`config.mk`:
```
export PLATFORM = sky130hd
export DESIGN_NAME = lap_stopwatch
export DESIGN_NICKNAME = d
export VERILOG_FILES = /design/src/rtl/lap_stopwatch.sv
export SDC_FILE = /design/constraint.sdc
export NUM_CORES = 1
export LEC_CHECK = 0
export BUFFER_PORTS_ARGS = -buffer_cell sky130_fd_sc_hd__buf_2
export CORE_MARGIN = 1
export CORE_UTILIZATION = 40
export CTS_CLUSTER_DIAMETER = 200
export DETAILED_ROUTE_END_ITERATION = 10
export HOLD_SLACK_MARGIN = 0.03
export SETUP_SLACK_MARGIN = 0.1
export SLEW_MARGIN = 20
export SYNTH_ARGS = -nofsm -noshare
export SYNTH_HDL_FRONTEND = slang
export SYNTH_SLANG_ARGS = --single-unit
```
`constraint.sdc`:
```
create_clock -name clock -period 6.76 [get_ports clock]
set_input_delay 1.014 -clock clock [delete_from_list [all_inputs] [get_ports clock]]
set_output_delay 1.014 -clock clock [all_outputs]
set_load 0.02 [all_outputs]
```
`src/rtl/lap_stopwatch.sv`:
```
// Lap stopwatch: debounced start/stop, clear and lap buttons, BCD MM:SS:CC
// counter that counts up or down from a preset, and a small lap register file.

// Per-button front end: 2-flop synchroniser, stability-window debouncer and
// a one-cycle press pulse on each debounced release->press transition.
module buttonDebounce #(
    parameter int DB_CYCLES = 500000
) (
    input  logic clock,
    input  logic reset,
    input  logic rawButton,
    output logic press
);
    localparam int CW = (DB_CYCLES > 1) ? $clog2(DB_CYCLES) : 1;

    logic          sync1, sync2, level, levelDly;
    logic [CW-1:0] stableCnt;

    // Level follows the synchronised input only after DB_CYCLES differing cycles in a row.
    always_ff @(posedge clock) begin
        if (reset) begin
            sync1     <= 1'b1;
            sync2     <= 1'b1;
            level     <= 1'b1;
            levelDly  <= 1'b1;
            stableCnt <= '0;
        end else begin
            sync1    <= rawButton;
            sync2    <= sync1;
            levelDly <= level;
            if (sync2 == level) begin
                stableCnt <= '0;
            end else if (stableCnt == CW'(DB_CYCLES - 1)) begin
                level     <= sync2;
                stableCnt <= '0;
            end else begin
                stableCnt <= stableCnt + CW'(1);
            end
        end
    end

    // High exactly for the cycle right after the debounced level has fallen.
    assign press = levelDly & ~level;
endmodule

module lap_stopwatch #(
    parameter  int CLK_HZ    = 50000000,
    parameter  int TICK_HZ   = 100,
    parameter  int FAST_MULT = 10,
    parameter  int DB_CYCLES = 500000,
    parameter  int LAP_DEPTH = 4,
    localparam int SEL_W     = (LAP_DEPTH > 1) ? $clog2(LAP_DEPTH) : 1,
    localparam int CNT_W     = $clog2(LAP_DEPTH + 1)
) (
    input  logic             clock,
    input  logic             reset,
    input  logic             startStopButton,
    input  logic             clearButton,
    input  logic             lapButton,
    input  logic             speed,
    input  logic             countDown,
    input  logic [23:0]      presetBcd,
    input  logic [SEL_W-1:0] lapSel,
    output logic [23:0]      timeBcd,
    output logic             running,
    output logic             expired,
    output logic [23:0]      lapBcd,
    output logic [CNT_W-1:0] lapCount
);
    localparam int          NBTN     = 3;
    localparam int          SLOW_PER = CLK_HZ / TICK_HZ;
    localparam int          FAST_PER = CLK_HZ / (TICK_HZ * FAST_MULT);
    localparam int          TW       = (SLOW_PER > 1) ? $clog2(SLOW_PER) : 1;
    localparam logic [23:0] TIME_MAX = 24'h995999;

    typedef enum logic [1:0] {IDLE, RUN, PAUSE, DONE} stateT;

    stateT                        state, nextState;
    logic [NBTN-1:0]              rawBtn, pressVec;
    logic                         startPress, clearPress, lapPress;
    logic [TW-1:0]                tickCnt, tickLim, newLim;
    logic                         tick;
    logic                         modeDown;
    logic [23:0]                  timeReg, timeNext, presetLoad;
    logic                         atLimit, timeEnd, lapTake;
    logic [LAP_DEPTH-1:0][23:0]   laps;

    // Largest legal value of each BCD digit; only the seconds-tens digit stops at 5.
    function automatic logic [3:0] digitMax(input int i);
        return (i == 3) ? 4'd5 : 4'd9;
    endfunction

    function automatic logic [23:0] clampBcd(input logic [23:0] t);
        logic [23:0] r;
        r = t;
        for (int i = 0; i < 6; i++)
            if (t[i*4 +: 4] > digitMax(i)) r[i*4 +: 4] = digitMax(i);
        return r;
    endfunction

    // One centisecond step with carry (up) or borrow (down) rippling through all digits.
    function automatic logic [23:0] stepBcd(input logic [23:0] t, input logic down);
        logic [23:0] r;
        logic        carry;
        logic [3:0]  d;
        r     = t;
        carry = 1'b1;
        for (int i = 0; i < 6; i++) begin
            d = t[i*4 +: 4];
            if (carry) begin
                if (down) begin
                    if (d == 4'd0) r[i*4 +: 4] = digitMax(i);
                    else begin r[i*4 +: 4] = d - 4'd1; carry = 1'b0; end
                end else begin
                    if (d >= digitMax(i)) r[i*4 +: 4] = 4'd0;
                    else begin r[i*4 +: 4] = d + 4'd1; carry = 1'b0; end
                end
            end
        end
        return r;
    endfunction

    assign rawBtn = {lapButton, clearButton, startStopButton};

    genvar b;
    generate
        for (b = 0; b < NBTN; b++) begin : gBtn
            buttonDebounce #(.DB_CYCLES(DB_CYCLES)) uDb (
                .clock     (clock),
                .reset     (reset),
                .rawButton (rawBtn[b]),
                .press     (pressVec[b])
            );
        end
    endgenerate

    assign startPress = pressVec[0];
    assign clearPress = pressVec[1];
    assign lapPress   = pressVec[2];

    // Tick period: the limit is only re-sampled from speed when a period restarts.
    assign newLim = speed ? TW'(FAST_PER - 1) : TW'(SLOW_PER - 1);
    assign tick   = (state == RUN) && (tickCnt == tickLim);

    // Tick counter runs in RUN, holds in PAUSE, and sits at zero otherwise.
    always_ff @(posedge clock) begin
        if (reset) begin
            tickCnt <= '0;
            tickLim <= TW'(SLOW_PER - 1);
        end else if (state == RUN) begin
            if (tick) begin
                tickCnt <= '0;
                tickLim <= newLim;
            end else begin
                tickCnt <= tickCnt + TW'(1);
            end
        end else if (state != PAUSE) begin
            tickCnt <= '0;
            tickLim <= newLim;
        end
    end

    // Count direction tracks countDown while idle and is frozen otherwise.
    always_ff @(posedge clock) begin
        if (reset)              modeDown <= 1'b0;
        else if (state == IDLE) modeDown <= countDown;
    end

    assign presetLoad = countDown ? clampBcd(presetBcd) : 24'h0;
    assign timeNext   = stepBcd(timeReg, modeDown);
    assign atLimit    = modeDown ? (timeReg == 24'h0) : (timeReg == TIME_MAX);
    assign timeEnd    = modeDown ? (timeReg <= 24'h000001) : atLimit;

    // Time register: reloaded while idle or on clear, stepped on ticks, pinned at the end value.
    always_ff @(posedge clock) begin
        if (reset)                                 timeReg <= 24'h0;
        else if (clearPress || state == IDLE)      timeReg <= presetLoad;
        else if (tick && !atLimit)                 timeReg <= timeNext;
    end

    // State register.
    always_ff @(posedge clock) begin
        if (reset) state <= IDLE;
        else       state <= nextState;
    end

    // Next state and status outputs; clear overrides every other event.
    always_comb begin
        nextState = state;
        running   = 1'b0;
        expired   = 1'b0;
        unique case (state)
            IDLE:    if (startPress)
                         nextState = (countDown && clampBcd(presetBcd) == 24'h0) ? DONE : RUN;
            RUN: begin
                running = 1'b1;
                if (startPress)           nextState = PAUSE;
                else if (tick && timeEnd) nextState = DONE;
            end
            PAUSE:   if (startPress) nextState = RUN;
            default: expired = 1'b1;
        endcase
        if (clearPress) nextState = IDLE;
    end

    assign lapTake = lapPress && !clearPress && !startPress &&
                     (state == RUN || state == PAUSE) && (lapCount < CNT_W'(LAP_DEPTH));

    // Lap file: append the pre-tick time to the next free slot; clear empties it.
    always_ff @(posedge clock) begin
        if (reset || clearPress) begin
            laps     <= '0;
            lapCount <= '0;
        end else if (lapTake) begin
            for (int i = 0; i < LAP_DEPTH; i++)
                if (CNT_W'(i) == lapCount) laps[i] <= timeReg;
            lapCount <= lapCount + CNT_W'(1);
        end
    end

    // Lap read port returns zero for slots that hold no lap yet.
    always_comb begin
        lapBcd = 24'h0;
        for (int i = 0; i < LAP_DEPTH; i++)
            if (SEL_W'(i) == lapSel && CNT_W'(i) < lapCount) lapBcd = laps[i];
    end

    assign timeBcd = timeReg;
endmodule

```
======== Word level (Yosys, flattened, before mapping) ========
Index checks and enable logic that the tools add are counted.
storage, ports and cells
  bits in registers ....................... 233
  logic and storage cells ................. 235
operators by class
  mux-type cells .......................... 84
  reductions and logical operators ........ 56
  equality and inequality tests ........... 21
  bitwise gates (word level) .............. 9
  add/subtract/negate cells ............... 17
  magnitude comparators ................... 18
operators by type and width
  cell                     count
  $mux W24                 7
  $mux W4                  41
  $mux W19                 7
  $add A19 B1 Y19 const B  4
  $eq A19 B19 Y1 const B   3
  $logic_not A24 Y1        2
  $reduce_and A2 Y1        13
  $add A4 B1 Y4 const B    6
  $eq A24 B24 Y1 const B   1
  $le A24 B1 Y1 const B    1
  $logic_not A4 Y1         6
  $sub A4 B1 Y4 const B    6
  $mux W1                  23
  $ge A4 B4 Y1 const B     5
  $gt A4 B4 Y1 const B     5
  $eq A19 B19 Y1           1
  $reduce_bool A2 Y1       7
  $logic_and A1 B1 Y1      12
  $reduce_or A3 Y1         4
  $mux W2                  5
  $ne A2 B2 Y1 const B     4
  $eq A2 B3 Y1 const A     2
  $lt A1 B3 Y1 const A     2
  $lt A2 B3 Y1 const A     2
  21 further kinds         36

======== Logic depth before layout (Yosys ltp) ========
  depth after elaboration ................. 10
  mapped depth ............................ 11
  depth with buffers taken out ............ 8

======== By module ========
A second synthesis with hierarchy kept.
second synthesis, totals
  cell total of the unflattened synthesis .. 1,461
  area, all modules ....................... 11,258.3 sq um
by module, submodules not included
  module          area an instance (sq um)  instances  cells each  sequential area each (sq um)
  lap_stopwatch   8,266.7                   1          1,131       2,942.8
  buttonDebounce  997.2                     3          110         460.4

======== Least setup slack after synthesis ========
OpenSTA, ideal clock, no wires.
  path type ............................... input to output
  start ................................... input port lapSel[1]
  end ..................................... output port lapBcd[10]
  cell stages on the path ................. 4
  arrival time ............................ 2.261 ns
  slack ................................... 3.485 ns
  cells stage by stage .................... nor3b_1 > clkbuf_1 > a221oi_1 > a21oi_1
on the way
  cells in the longest elaborated chain, start to end .. 6
  elaborated cells between the ends (all ways) .. 12
RTL lines
  element                line  RTL
  start, declared        63    input logic [SEL_W-1:0] lapSel,
  $logic_not A2 Y1       225   if (SEL_W'(i) == lapSel && CNT_W'(i) < lapCount) lapBcd = laps[i];
  $logic_and A1 B1 Y1    225
  $mux W24 (3 in a row)  225
  $mux W24 (*)           225
  end, declared          67    output logic [23:0] lapBcd,
Every way passes the cells marked *; elsewhere a longest branch is shown, timed or not.

======== Worst setup path in the final report ========
  start ................................... register lapCount[2]
  end ..................................... output port lapBcd[11]
on the way
  cells in the longest elaborated chain, start to end .. 6
  elaborated cells between the ends (all ways) .. 12
RTL lines
  element                 line  RTL
  start, declared         68    output logic [CNT_W-1:0] lapCount
  start signal, assigned  217   lapCount <= lapCount + CNT_W'(1);
  $lt A1 B3 Y1            225
  $logic_and A1 B1 Y1     225
  $mux W24 (3 in a row)   225
  $mux W24 (*)            225
Marks and branches as above.

==> results.toml <==
[global_route]
antenna_found_initial = 4
gr-usage-all-layers_pct = 21.2
grt.overflow.total = 0
grt_pass1_vias = 9316
grt_pass1_wl_mm = 48.5
largest_net_degree_at_the_start_of_global_routing = 102

[setup_path]
timing.critical_path.cells = "nor2_1, a211oi_2, buf_4, nand2_1, a21oi_1, buf_2"
critical_path.n_buffers_inverters = 2
critical-path-top-delay-family = "compound AO/OA/AOI/OAI gates"
timing.reg2reg.setup_slack_ns = 3.28
critPathMaxFanout = 17
worst-endpoint-arrival_ns = 2.75
setup.worst_path.end_class = "output pin"
max_stage_delay_ns = 0.61
crit_path_top_delay_cell = "dfxtp_1"
critical_path.startpoint_type = "register"
classification_of_the_worst_setup_path = "reg -> out"
required_ns = 5.75

[routing]
dr_total_vias = 9844
drt_iter0_markers = 742
routedWlPerCell_microns = 16.8
vias_per_cell = 5.53
routed_antenna_nets = 0
first_pass_iters = 5
post-route-drc-count = 0
route.final.wire_length_mm = 29.9

[sta]
worst_pin_slew_ns = 1.09
finClkSkew_ns = 0.0126
finalCritPeriodShare_pct = 55.7
grt_setup_unrepaired = "false"
setup-tns-final_ns = 0
final_max_slew_viol_count = 0
slew_headroom_pct = 27.1
finalCriticalPeriod_ns = 3.77
post-route-worst-setup-slack_ns = 2.99
fmax_mhz = 265
setup_violations = 0
hold_viol = 0

[placement]
port_buffers = 85
placement.cell_area_sq_mm = 0.0115
gp_routability_congestion = 0.864
place_worst_setup_slack_ns = 3.18
dp.final_hpwl_mm = 19.9

[synth]
synth-seq-area-share_pct = 39.7
synth.avg_cell_area_sq_um = 7.84
synthMuxAreaShare_pct = 2.77
dominant_combinational_cell_family_by_area_after_synthesis = "simple AND/OR/NAND/NOR gates"
synth_common_cells = "dfxtp_1 (216), nand2_1 (216), nor2_1 (181), a21oi_1 (134), clkbuf_1 (87)"
postSynth.asyncResetShare_pct = 0
synth_largest_area_cell = "dfxtp_1"
synth_simple_gate_area_share_pct = 26.5
synth_xor_area_share_pct = 5.71
yosysWarningCount = 0
synthAdderAreaFrac_pct = 3.56
number_of_register_bits_inferred_by_synthesis = 216
synth_compound_gate_area_share_pct = 17.3
number_of_instances_in_the_synthesized_netlist = 1390
number_of_enable_flip_flop_cells_after_synthesis = 0
syn-cell-area_sq_mm = 0.0109
netlist_top_cells_area = "dfxtp_1 (40%), nand2_1 (7.4%), nor2_1 (6.2%)"
synth_largest_type_area_fraction_pct = 39.7
synthFlopType = "dfxtp_1"
mappedNetlistNets = 1454
netlist-cell-type-count = 72

[floorplanning]
fp.dieW_microns = 167
die_h_microns = 167
core-area_sq_mm = 0.0269
io-pin-count = 86
placement_rows = 60
initial_core_util_pct = 40.6
die_area_sq_mm = 0.0279

[finish]
post_route_cells_drive_above_1_share_pct = 12.0
area.growth.synth_to_final_pct = 14.3
final_net_count = 1481
finalInstanceArea_sq_mm = 0.0125
number_of_filler_instances_in_the_final_layout = 2662

[pwr]
leakage_uw = 0.00455
power-per-cell-area_mw_per_mm2 = 329
totalPowerFinal_uw = 4090
ir_drop_v = 0.000159

[clock_network]
ctsResizeCount = 0
cts_root_buf = "clkbuf_16"
cts_tree = "done"
clk_latency_ns = 0.52
numCtsBuffers = 25
clock-sinks = 216
cts.hold.buffers_added = 0
post_cts_buffers = 0
cts.clk_slew.worst_paths_ns = 0.06
cts.path.max_buffers = 3
htreeDepth = 1

[run]
timing.max_cap.violations = 0

[status]
status = "finished, final reports clean"

[min_path]
hold_path.class = "reg -> reg"
state kept, by name, summed over array words and instances, names as in the netlist, 3 cells and up:
name                flops
laps                   96
gBtn.uDb.stableCnt     57
gBtn.uDb.levelDly       3
timeBcd                24
gBtn.uDb.sync1          3
gBtn.uDb.level          3
lapCount                3
gBtn.uDb.sync2          3
tickCnt                19
worst register-to-register path: cells and delay by family, from the launching register on:
family / cells / cell delay [ns]
buffers and inverters: 1 / 0.40
DFF: 1 / 0.75
AOI/OAI and AO/OA: 3 / 0.57
and+or+nand+nor: 3 / 1.67
cell type report:
type	instances	area (sq um)	area share, %
clock buffer	33	716	5.75
antenna	4	10.0	0.0804
tap	341	427	3.43
sequential	216	4320	34.7
timing repair buffer	93	505	4.06
multi-input combinational	1045	6120	49.1
inverter	36	135	1.08
clock inverter	13	224	1.80
worst paths after layout:
path                  endpoint  cells past startpoint         startpoint
min reg2reg  gBtn[2].uDb.sync2                      1  gBtn[2].uDb.sync1
max reg2reg        timeBcd[20]                      7           modeDown
min          gBtn[2].uDb.sync2                      1  gBtn[2].uDb.sync1
max                 lapBcd[11]                      6        lapCount[2]
cells in the final DEF (no fill, tap or decap), drive strengths merged, types with 14 or more instances in the layout:
master / n
a21oi: 134
inv: 37
clkbuf: 33
nor2b: 19
buf: 93
nor2: 181
nand2: 217
xor2: 43
xnor2: 28
or3: 15
a221oi: 28
mux2i: 29
dfxtp: 216
nand4: 22
o21ai: 35
or2: 14
ha: 31
nor3: 26
nand3: 45
routing by layer:
layer	part of all wire [%]	global-route usage [%]
met1	46	28.5
met2	45	34.4
met3	6.3	3.80
met4	2.7	6.88
met5	0	0
where the power goes:
group / leakage, uW / internal (uW) / switching (uW)
Clock: 0.000459 / 972 / 546
Combinational: 0.00235 / 395 / 631
Sequential: 0.00175 / 1330 / 216
through the flow:
step	hold slack (ns)	utilization (%)	cells
global route	0.421	46.3	1780
global placement	0.391	42.6	1730
floorplan	0.389	-	1390
detailed placement	0.399	42.6	1730
finish	0.404	46.4	1781
CTS	0.408	46.1	1776
logic make-up (layout without fill, tap and decap cells):
group                      after synthesis  in the layout
muxes                                   30             30
other                                    0              4
and+or+nand+nor                        619            619
xor gates and xnor gates                71             71
DFF                                    216            216
AOI/OAI and AO/OA                      294            294
adders and majority gates               31             31
buffers and inverters                  129            175
Note: power is estimated with default switching activity, not from simulation.
